--- config.mk ---
export PLATFORM = sky130hd
export DESIGN_NAME = fetch_unit
export DESIGN_NICKNAME = d
export VERILOG_FILES = /design/src/rtl/fetch_pkg.sv /design/src/rtl/fetch_queue.sv /design/src/rtl/fetch_unit.sv
export SDC_FILE = /design/constraint.sdc
export NUM_CORES = 1
export LEC_CHECK = 0
export ABC_AREA = 1
export BUFFER_PORTS_ARGS = -buffer_cell sky130_fd_sc_hd__buf_2
export CAP_MARGIN = 25
export CORE_ASPECT_RATIO = 1.4
export CORE_MARGIN = 10
export CORE_UTILIZATION = 40
export DETAILED_ROUTE_END_ITERATION = 12
export MAX_ROUTING_LAYER = met4
export PLACE_DENSITY = 0.65
export SETUP_SLACK_MARGIN = 0.1
export SLEW_MARGIN = 5
export SYNTH_ARGS = -nofsm -noshare
export SYNTH_HDL_FRONTEND = slang
export SYNTH_HIERARCHICAL = 1
export SYNTH_SLANG_ARGS = --single-unit
--- constraint.sdc ---
create_clock -name clk -period 3 [get_ports clk]
set_input_delay 0.3 -clock clk [delete_from_list [all_inputs] [get_ports clk]]
set_output_delay 0.3 -clock clk [all_outputs]
set_load 0.02 [all_outputs]
--- src/rtl/fetch_pkg.sv ---
// Shared types and constants for the instruction-fetch stage.
package fetch_pkg;

  localparam int unsigned FETCH_DATA_W   = 32;
  localparam logic [31:0] FETCH_RESET_PC = 32'hBFC0_0000;

  // Request tracking: idle, one live request, one killed request awaiting its response.
  typedef enum logic [1:0] {
    S_IDLE  = 2'd0,
    S_WAIT  = 2'd1,
    S_DRAIN = 2'd2
  } fetch_state_e;

  // Fetch-queue entry layout at the default data width.
  typedef struct packed {
    logic [FETCH_DATA_W-1:0] instr;
    logic [FETCH_DATA_W-1:0] pc;
    logic [FETCH_DATA_W-1:0] pc_plus4;
    logic                    pred_taken;
    logic [FETCH_DATA_W-1:0] pred_target;
  } fq_entry_t;

endpackage

--- src/rtl/fetch_queue.sv ---
// Synchronous circular FIFO with push, pop, flush and occupancy count.
// DEPTH must be a power of two so the pointers wrap naturally.
module fetch_queue #(
  parameter int unsigned DEPTH = 4,
  parameter int unsigned WIDTH = 32
) (
  input  logic                   clk,
  input  logic                   rst_n,
  input  logic                   flush_i,
  input  logic                   push_i,
  input  logic [WIDTH-1:0]       push_data_i,
  input  logic                   pop_i,
  output logic [WIDTH-1:0]       head_data_o,
  output logic                   empty_o,
  output logic                   full_o,
  output logic [$clog2(DEPTH):0] count_o
);

  localparam int unsigned     PtrW   = $clog2(DEPTH);
  localparam int unsigned     CntW   = PtrW + 1;
  localparam logic [CntW-1:0] DepthC = CntW'(DEPTH);

  logic [WIDTH-1:0] mem_q [DEPTH];
  logic [PtrW-1:0]  wr_ptr_q, rd_ptr_q;
  logic [CntW-1:0]  count_q;
  logic             do_push, do_pop;

  assign empty_o     = (count_q == '0);
  assign full_o      = (count_q == DepthC);
  // Flush wins over any push or pop in the same cycle.
  assign do_push     = push_i && !flush_i;
  assign do_pop      = pop_i && !empty_o && !flush_i;
  assign head_data_o = mem_q[rd_ptr_q];
  assign count_o     = count_q;

  // Pointer and occupancy bookkeeping.
  always_ff @(posedge clk or negedge rst_n) begin
    if (!rst_n) begin
      wr_ptr_q <= '0;
      rd_ptr_q <= '0;
      count_q  <= '0;
    end else if (flush_i) begin
      wr_ptr_q <= '0;
      rd_ptr_q <= '0;
      count_q  <= '0;
    end else begin
      if (do_push) wr_ptr_q <= wr_ptr_q + PtrW'(1);
      if (do_pop)  rd_ptr_q <= rd_ptr_q + PtrW'(1);
      count_q <= count_q + CntW'(do_push) - CntW'(do_pop);
    end
  end

  // Entry storage; cleared on reset so the head reads zero out of reset.
  always_ff @(posedge clk or negedge rst_n) begin
    if (!rst_n) begin
      for (int i = 0; i < DEPTH; i++) mem_q[i] <= '0;
    end else if (do_push) begin
      mem_q[wr_ptr_q] <= push_data_i;
    end
  end

`ifndef SYNTHESIS
  // The producer must never push into a full queue unless it pops in the same cycle.
  assert property (@(posedge clk) disable iff (!rst_n)
                   !(push_i && full_o && !pop_i && !flush_i));
`endif

endmodule

--- src/rtl/fetch_unit.sv ---
// Instruction-fetch stage: owns the PC, keeps one ICache request in flight,
// steers on BPU predictions and HDU redirects, and buffers results for decode.
// Optional macro FETCH_BYPASS_EN: a response arriving at an empty queue is
// presented on out_* in the same cycle and skips the queue if decode takes it.
module fetch_unit
  import fetch_pkg::*;
#(
  parameter int unsigned       DATA_W   = FETCH_DATA_W,
  parameter logic [DATA_W-1:0] RESET_PC = DATA_W'(FETCH_RESET_PC),
  parameter int unsigned       FQ_DEPTH = 4
) (
  input  logic                      clk,
  input  logic                      rst_n,
  input  logic                      redirect_valid,
  input  logic [DATA_W-1:0]         redirect_addr,
  output logic [DATA_W-1:0]         bpu_pc,
  input  logic                      bpu_taken,
  input  logic [DATA_W-1:0]         bpu_target,
  output logic                      ic_req_valid,
  output logic [DATA_W-1:0]         ic_req_addr,
  input  logic                      ic_req_ready,
  input  logic                      ic_resp_valid,
  input  logic [DATA_W-1:0]         ic_resp_instr,
  output logic                      out_valid,
  input  logic                      out_ready,
  output logic [DATA_W-1:0]         out_instr,
  output logic [DATA_W-1:0]         out_pc,
  output logic [DATA_W-1:0]         out_pc_plus4,
  output logic                      out_pred_taken,
  output logic [DATA_W-1:0]         out_pred_target,
  output logic [$clog2(FQ_DEPTH):0] fq_count
);

  typedef struct packed {
    logic [DATA_W-1:0] instr;
    logic [DATA_W-1:0] pc;
    logic [DATA_W-1:0] pc_plus4;
    logic              pred_taken;
    logic [DATA_W-1:0] pred_target;
  } entry_t;

  fetch_state_e      state_q;
  logic [DATA_W-1:0] pc_q;
  logic [DATA_W-1:0] infl_pc_q;
  logic              infl_taken_q;
  logic [DATA_W-1:0] infl_target_q;

  logic   fq_empty, fq_full;
  logic   req_ok, req_fire, resp_live, byp, push;
  entry_t resp_entry, head_entry, out_entry;

  // A request needs credit for its eventual push; a same-cycle pop is not counted.
  assign req_ok       = (state_q == S_IDLE) && !redirect_valid && !fq_full;
  assign req_fire     = req_ok && ic_req_ready;
  assign ic_req_valid = req_ok && rst_n;
  assign ic_req_addr  = pc_q;
  assign bpu_pc       = pc_q;

  // Only a response to a live request, not coinciding with a redirect, is kept.
  assign resp_live = (state_q == S_WAIT) && ic_resp_valid && !redirect_valid;

`ifdef FETCH_BYPASS_EN
  assign byp = resp_live && fq_empty;
`else
  assign byp = 1'b0;
`endif

  assign push = resp_live && !(byp && out_ready);

  assign resp_entry = '{
    instr:       ic_resp_instr,
    pc:          infl_pc_q,
    pc_plus4:    infl_pc_q + DATA_W'(4),
    pred_taken:  infl_taken_q,
    pred_target: infl_target_q
  };

  // PC steering, inflight capture and request-state tracking; redirect has priority.
  always_ff @(posedge clk or negedge rst_n) begin
    if (!rst_n) begin
      state_q       <= S_IDLE;
      pc_q          <= RESET_PC;
      infl_pc_q     <= '0;
      infl_taken_q  <= 1'b0;
      infl_target_q <= '0;
    end else if (redirect_valid) begin
      pc_q <= redirect_addr;
      unique case (state_q)
        S_WAIT:  state_q <= ic_resp_valid ? S_IDLE : S_DRAIN;
        S_DRAIN: if (ic_resp_valid) state_q <= S_IDLE;
        default: state_q <= S_IDLE;
      endcase
    end else begin
      unique case (state_q)
        S_IDLE: begin
          if (req_fire) begin
            infl_pc_q     <= pc_q;
            infl_taken_q  <= bpu_taken;
            infl_target_q <= bpu_target;
            pc_q          <= bpu_taken ? bpu_target : pc_q + DATA_W'(4);
            state_q       <= S_WAIT;
          end
        end
        S_WAIT:  if (ic_resp_valid) state_q <= S_IDLE;
        S_DRAIN: if (ic_resp_valid) state_q <= S_IDLE;
        default: state_q <= S_IDLE;
      endcase
    end
  end

  fetch_queue #(
    .DEPTH(FQ_DEPTH),
    .WIDTH($bits(entry_t))
  ) u_queue (
    .clk        (clk),
    .rst_n      (rst_n),
    .flush_i    (redirect_valid),
    .push_i     (push),
    .push_data_i(resp_entry),
    .pop_i      (out_ready),
    .head_data_o(head_entry),
    .empty_o    (fq_empty),
    .full_o     (fq_full),
    .count_o    (fq_count)
  );

  // Present the queue head, or the bypassed response when the queue is empty.
  always_comb begin
    out_entry = head_entry;
    if (byp) out_entry = resp_entry;
  end

  assign out_valid       = !fq_empty || byp;
  assign out_instr       = out_entry.instr;
  assign out_pc          = out_entry.pc;
  assign out_pc_plus4    = out_entry.pc_plus4;
  assign out_pred_taken  = out_entry.pred_taken;
  assign out_pred_target = out_entry.pred_target;

endmodule

==> impl_metrics.py <==
metrics = {
    "outcome": {
        "outcome": "complete, no violations",
    },
    "synthesis": {
        "yosysWarnings": 6,
        "synth_compound_area_share_pct": 18.3,
        "synth_nets": 3570,
        "synth_top_family_by_area": "compound AO/OA/AOI/OAI gates",
        "synthArstFlopShare_pct": 100,
        "synth_top_area_share_pct": 53.5,
        "synth_edf_count": 0,
        "synth_cell_types": 40,
        "synth_mux_area_share_pct": 0,
        "ys_seq_area_share_pct": 54.3,
        "synth_ff_type": "dfrtp_1",
        "synth_cells": 3454,
        "synth-adder-area-share_pct": 0.593,
        "synthXorXnorAreaFrac_pct": 1.10,
        "yosys-top-cells-area": "dfrtp_1 53%, nand2_1 11%, o21ai_1 7.6%",
        "postSynthRegisterBits": 622,
        "yosysMostFrequentCell": "nand2_1",
        "synth_common_cells": "840 x nand2_1, 613 x dfrtp_1, 438 x o21ai_1",
        "synth-simple-area-share_pct": 18.1,
        "syn_avg_cell_area_sq_um": 8.31,
        "netlist_area_sq_mm": 0.0287,
        "synth_top_cell_by_area": "dfrtp_1",
    },
    "power": {
        "clockPowerShare_pct": 26.3,
        "leakage_nw": 16.4,
        "p_int_mw": 17.8,
        "peakVddDrop_uv": 620,
        "p_sw_mw": 12.7,
        "pwr-share-seq_pct": 36.4,
        "powerDensity_mw_per_mm2": 903,
        "fin_total_pwr_mw": 30.5,
        "switching_share_pct": 41.7,
        "pwr-share-comb_pct": 37.3,
    },
    "placed_design": {
        "globalplace.congestion": 0.941,
        "pre_cts_slack_ps": 497,
        "numPortBuffers": 300,
        "hpwl_microns": 57600,
    },
    "clock_network": {
        "clockBufferDepth": 3,
        "h-tree-depth": 2,
        "tritoncts": "built",
        "cts.sinks": 622,
        "cts_root_buffer": "clkbuf_16",
        "worstSkewPairLatency_ps": 640,
        "clkTransAtPathRegs_ps": 70,
        "numCtsBuffers": 61,
    },
    "worst_setup_path": {
        "crit_fanout": 71,
        "crit_chain": "inv_4, buf_12, o21ai_0, o22ai_1, buf_2",
        "critPathMaxStageDelay_ps": 630,
        "r2r-end": "u_queue/count_o[2]$_DFF_PN0_",
        "worstPathArrival_ps": 2520,
        "reg2regPathDepth": 15,
        "critical_path_required_ps": 2700,
        "path_class": "reg -> out",
        "reg2reg_slack_ps": 500,
        "reg2reg_from": "state_q[1]$_DFFE_PN0P_",
        "startpoint_type": "register",
        "cp-end-kind": "primary output",
        "cp_slowest_cell": "dfrtp_4",
    },
    "route": {
        "drtPass1Iterations": 5,
        "finalWirelength_microns": 88400,
        "post-route-drc-count": 0,
        "drtAntennaViolNets": 0,
        "wl_per_cell_microns": 18.8,
        "drt-vias-per-instance": 5.25,
        "first_iter_violations": 1897,
        "dr_total_vias": 24600,
    },
    "global_route": {
        "grt_usage_pct": 21.6,
        "grt_pass1_vias": 24100,
        "overflow": 0,
        "antenna_found_initial": 0,
        "grt_max_degree": 123,
        "grt_pass1_wl_microns": 139000,
    },
    "timing": {
        "relSlewSlack_pct": 39.5,
        "finalHoldViolations": 0,
        "tightest_slew_ps": 907,
        "max_freq_mhz": 355,
        "slew_viol_final": 0,
        "clock_skew_ps": 13.4,
        "setup_viol": 0,
        "fin_tns_setup_ps": 0,
        "finalCritPeriodShare_pct": 94.0,
        "rsz0062_at_grt": "true",
        "worst_slack_ps": 179,
        "whs_ps": 38.9,
        "post-route-min-period_ps": 2820,
    },
    "min_path": {
        "holdPathStages": 5,
        "hold_class": "in -> reg",
        "hp-start": "redirect_addr[20]",
        "whs_endpoint": "bpu_pc[20]$_DFFE_PN0P_",
    },
    "final_layout": {
        "drive_above_1_share_pct": 13.4,
        "diodes": 0,
        "syn2layout_area_growth_pct": 17.9,
        "final_nets": 3813,
    },
    "floorplan": {
        "pin_count": 301,
        "die_x_microns": 246,
        "die_area_sq_mm": 0.0830,
        "die_h_microns": 337,
        "std_cell_rows": 116,
        "initial_core_util_pct": 40.3,
        "core_sq_mm": 0.0713,
    },
    "run": {
        "drv_cap": 0,
    },
}
metrics by stage:
step	utilization (%)	cells	area [sq um]
after floorplan	-	3454	28700
after global placement	43.0	4482	30700
after detailed placement	43.0	4482	30700
after CTS	47.4	4693	33800
after global routing	47.5	4694	33800
final	47.5	4694	33800
flip-flops by register name, summed over array words and instances (netlist names):
register / flops
bpu_pc: 32
infl_target_q: 32
u_queue/wr_ptr_q: 2
u_queue/count_o: 3
state_q: 2
u_queue/mem_q: 516
infl_taken_q: 1
u_queue/rd_ptr_q: 2
infl_pc_q: 32
repair_timing:
action / 4_1_cts / 5_1_grt
endpoints found under the hold margin: 293 / 0
endpoints found under the setup margin: 18 / 16
hold buffers: 93 / 0
gates cloned: 1 / 1
gates resized for setup: 3 / 5
buffers inserted: 1 / 0
worst max path at each step:
stage / endpoint / from / cells past startpoint
2_1_floorplan: u_queue/count_o[2]$_DFF_PN0_ / state_q[1]$_DFFE_PN0P_ / 14
3_3_place_gp: u_queue/count_o[2]$_DFF_PN0_ / state_q[1]$_DFFE_PN0P_ / 14
3_5_place_dp: u_queue/count_o[2]$_DFF_PN0_ / state_q[1]$_DFFE_PN0P_ / 14
4_1_cts: out_pc[12] / u_queue/rd_ptr_q[0]$_DFFE_PN0P_ / 5
5_1_grt: out_pc[12] / u_queue/rd_ptr_q[1]$_DFFE_PN0P_ / 5
6_report: out_pc[12] / u_queue/rd_ptr_q[1]$_DFFE_PN0P_ / 5
power by group through the flow:
stage | Sequential, mW | Clock [mW] | Combinational, mW
6_report | 11.1 | 8.03 | 11.4
5_1_grt | 11.3 | 8.53 | 12.6
4_1_cts | 11.1 | 8.20 | 11.5
3_5_place_dp | 11.3 | 0 | 11.3
3_3_place_gp | 11.2 | 0 | 11.2
2_1_floorplan | 10.8 | 0 | 7.21
area by class of cell:
class	count	area (sq um)
timing repair buffer	440	3160
inverter	218	833
clock buffer	80	1730
sequential	622	15600
clock inverter	36	383
fill	6964	37400
multi-input combinational	2354	11000
tap	944	1180
per-layer routing:
layer  vias to the layer above  part of all wire [%]  wire length, microns  global-route usage, %
met5                         -                     0                     0                      -
met4                         0                   2.9                  2580                   6.67
met3                       136                   5.4                  4750                   2.90
met2                       801                    48                 42500                   34.8
met1                     11900                    44                 38500                   27.9
li1                      11800                     -                     -                      -
kinds of logic after synthesis:
logic type	Yosys count
XOR/XNOR	36
buffers and inverters	478
AO/OA/AOI/OAI	1009
flip-flops	622
adder cells (fa/ha/maj)	13
AND/OR/NAND/NOR	1296
worst max-delay path, delay by kind of cell, from the launching register on:
kind	cells	cell delay, ps
buf+inv	3	720
compound gates	2	500
flops	1	630
placed cells by master, fill, tap and decap left out, drive strengths merged, types with 22 or more instances in the layout:
master	count
o21ai	838
xor2	24
buf	345
nand3	53
a21oi	28
nand2	851
dfrtp	613
clkinv	22
inv	221
clkbuf	81
dlygate4sd3	93
nor2	363
o22ai	131
(Power assumes the default switching activity.)
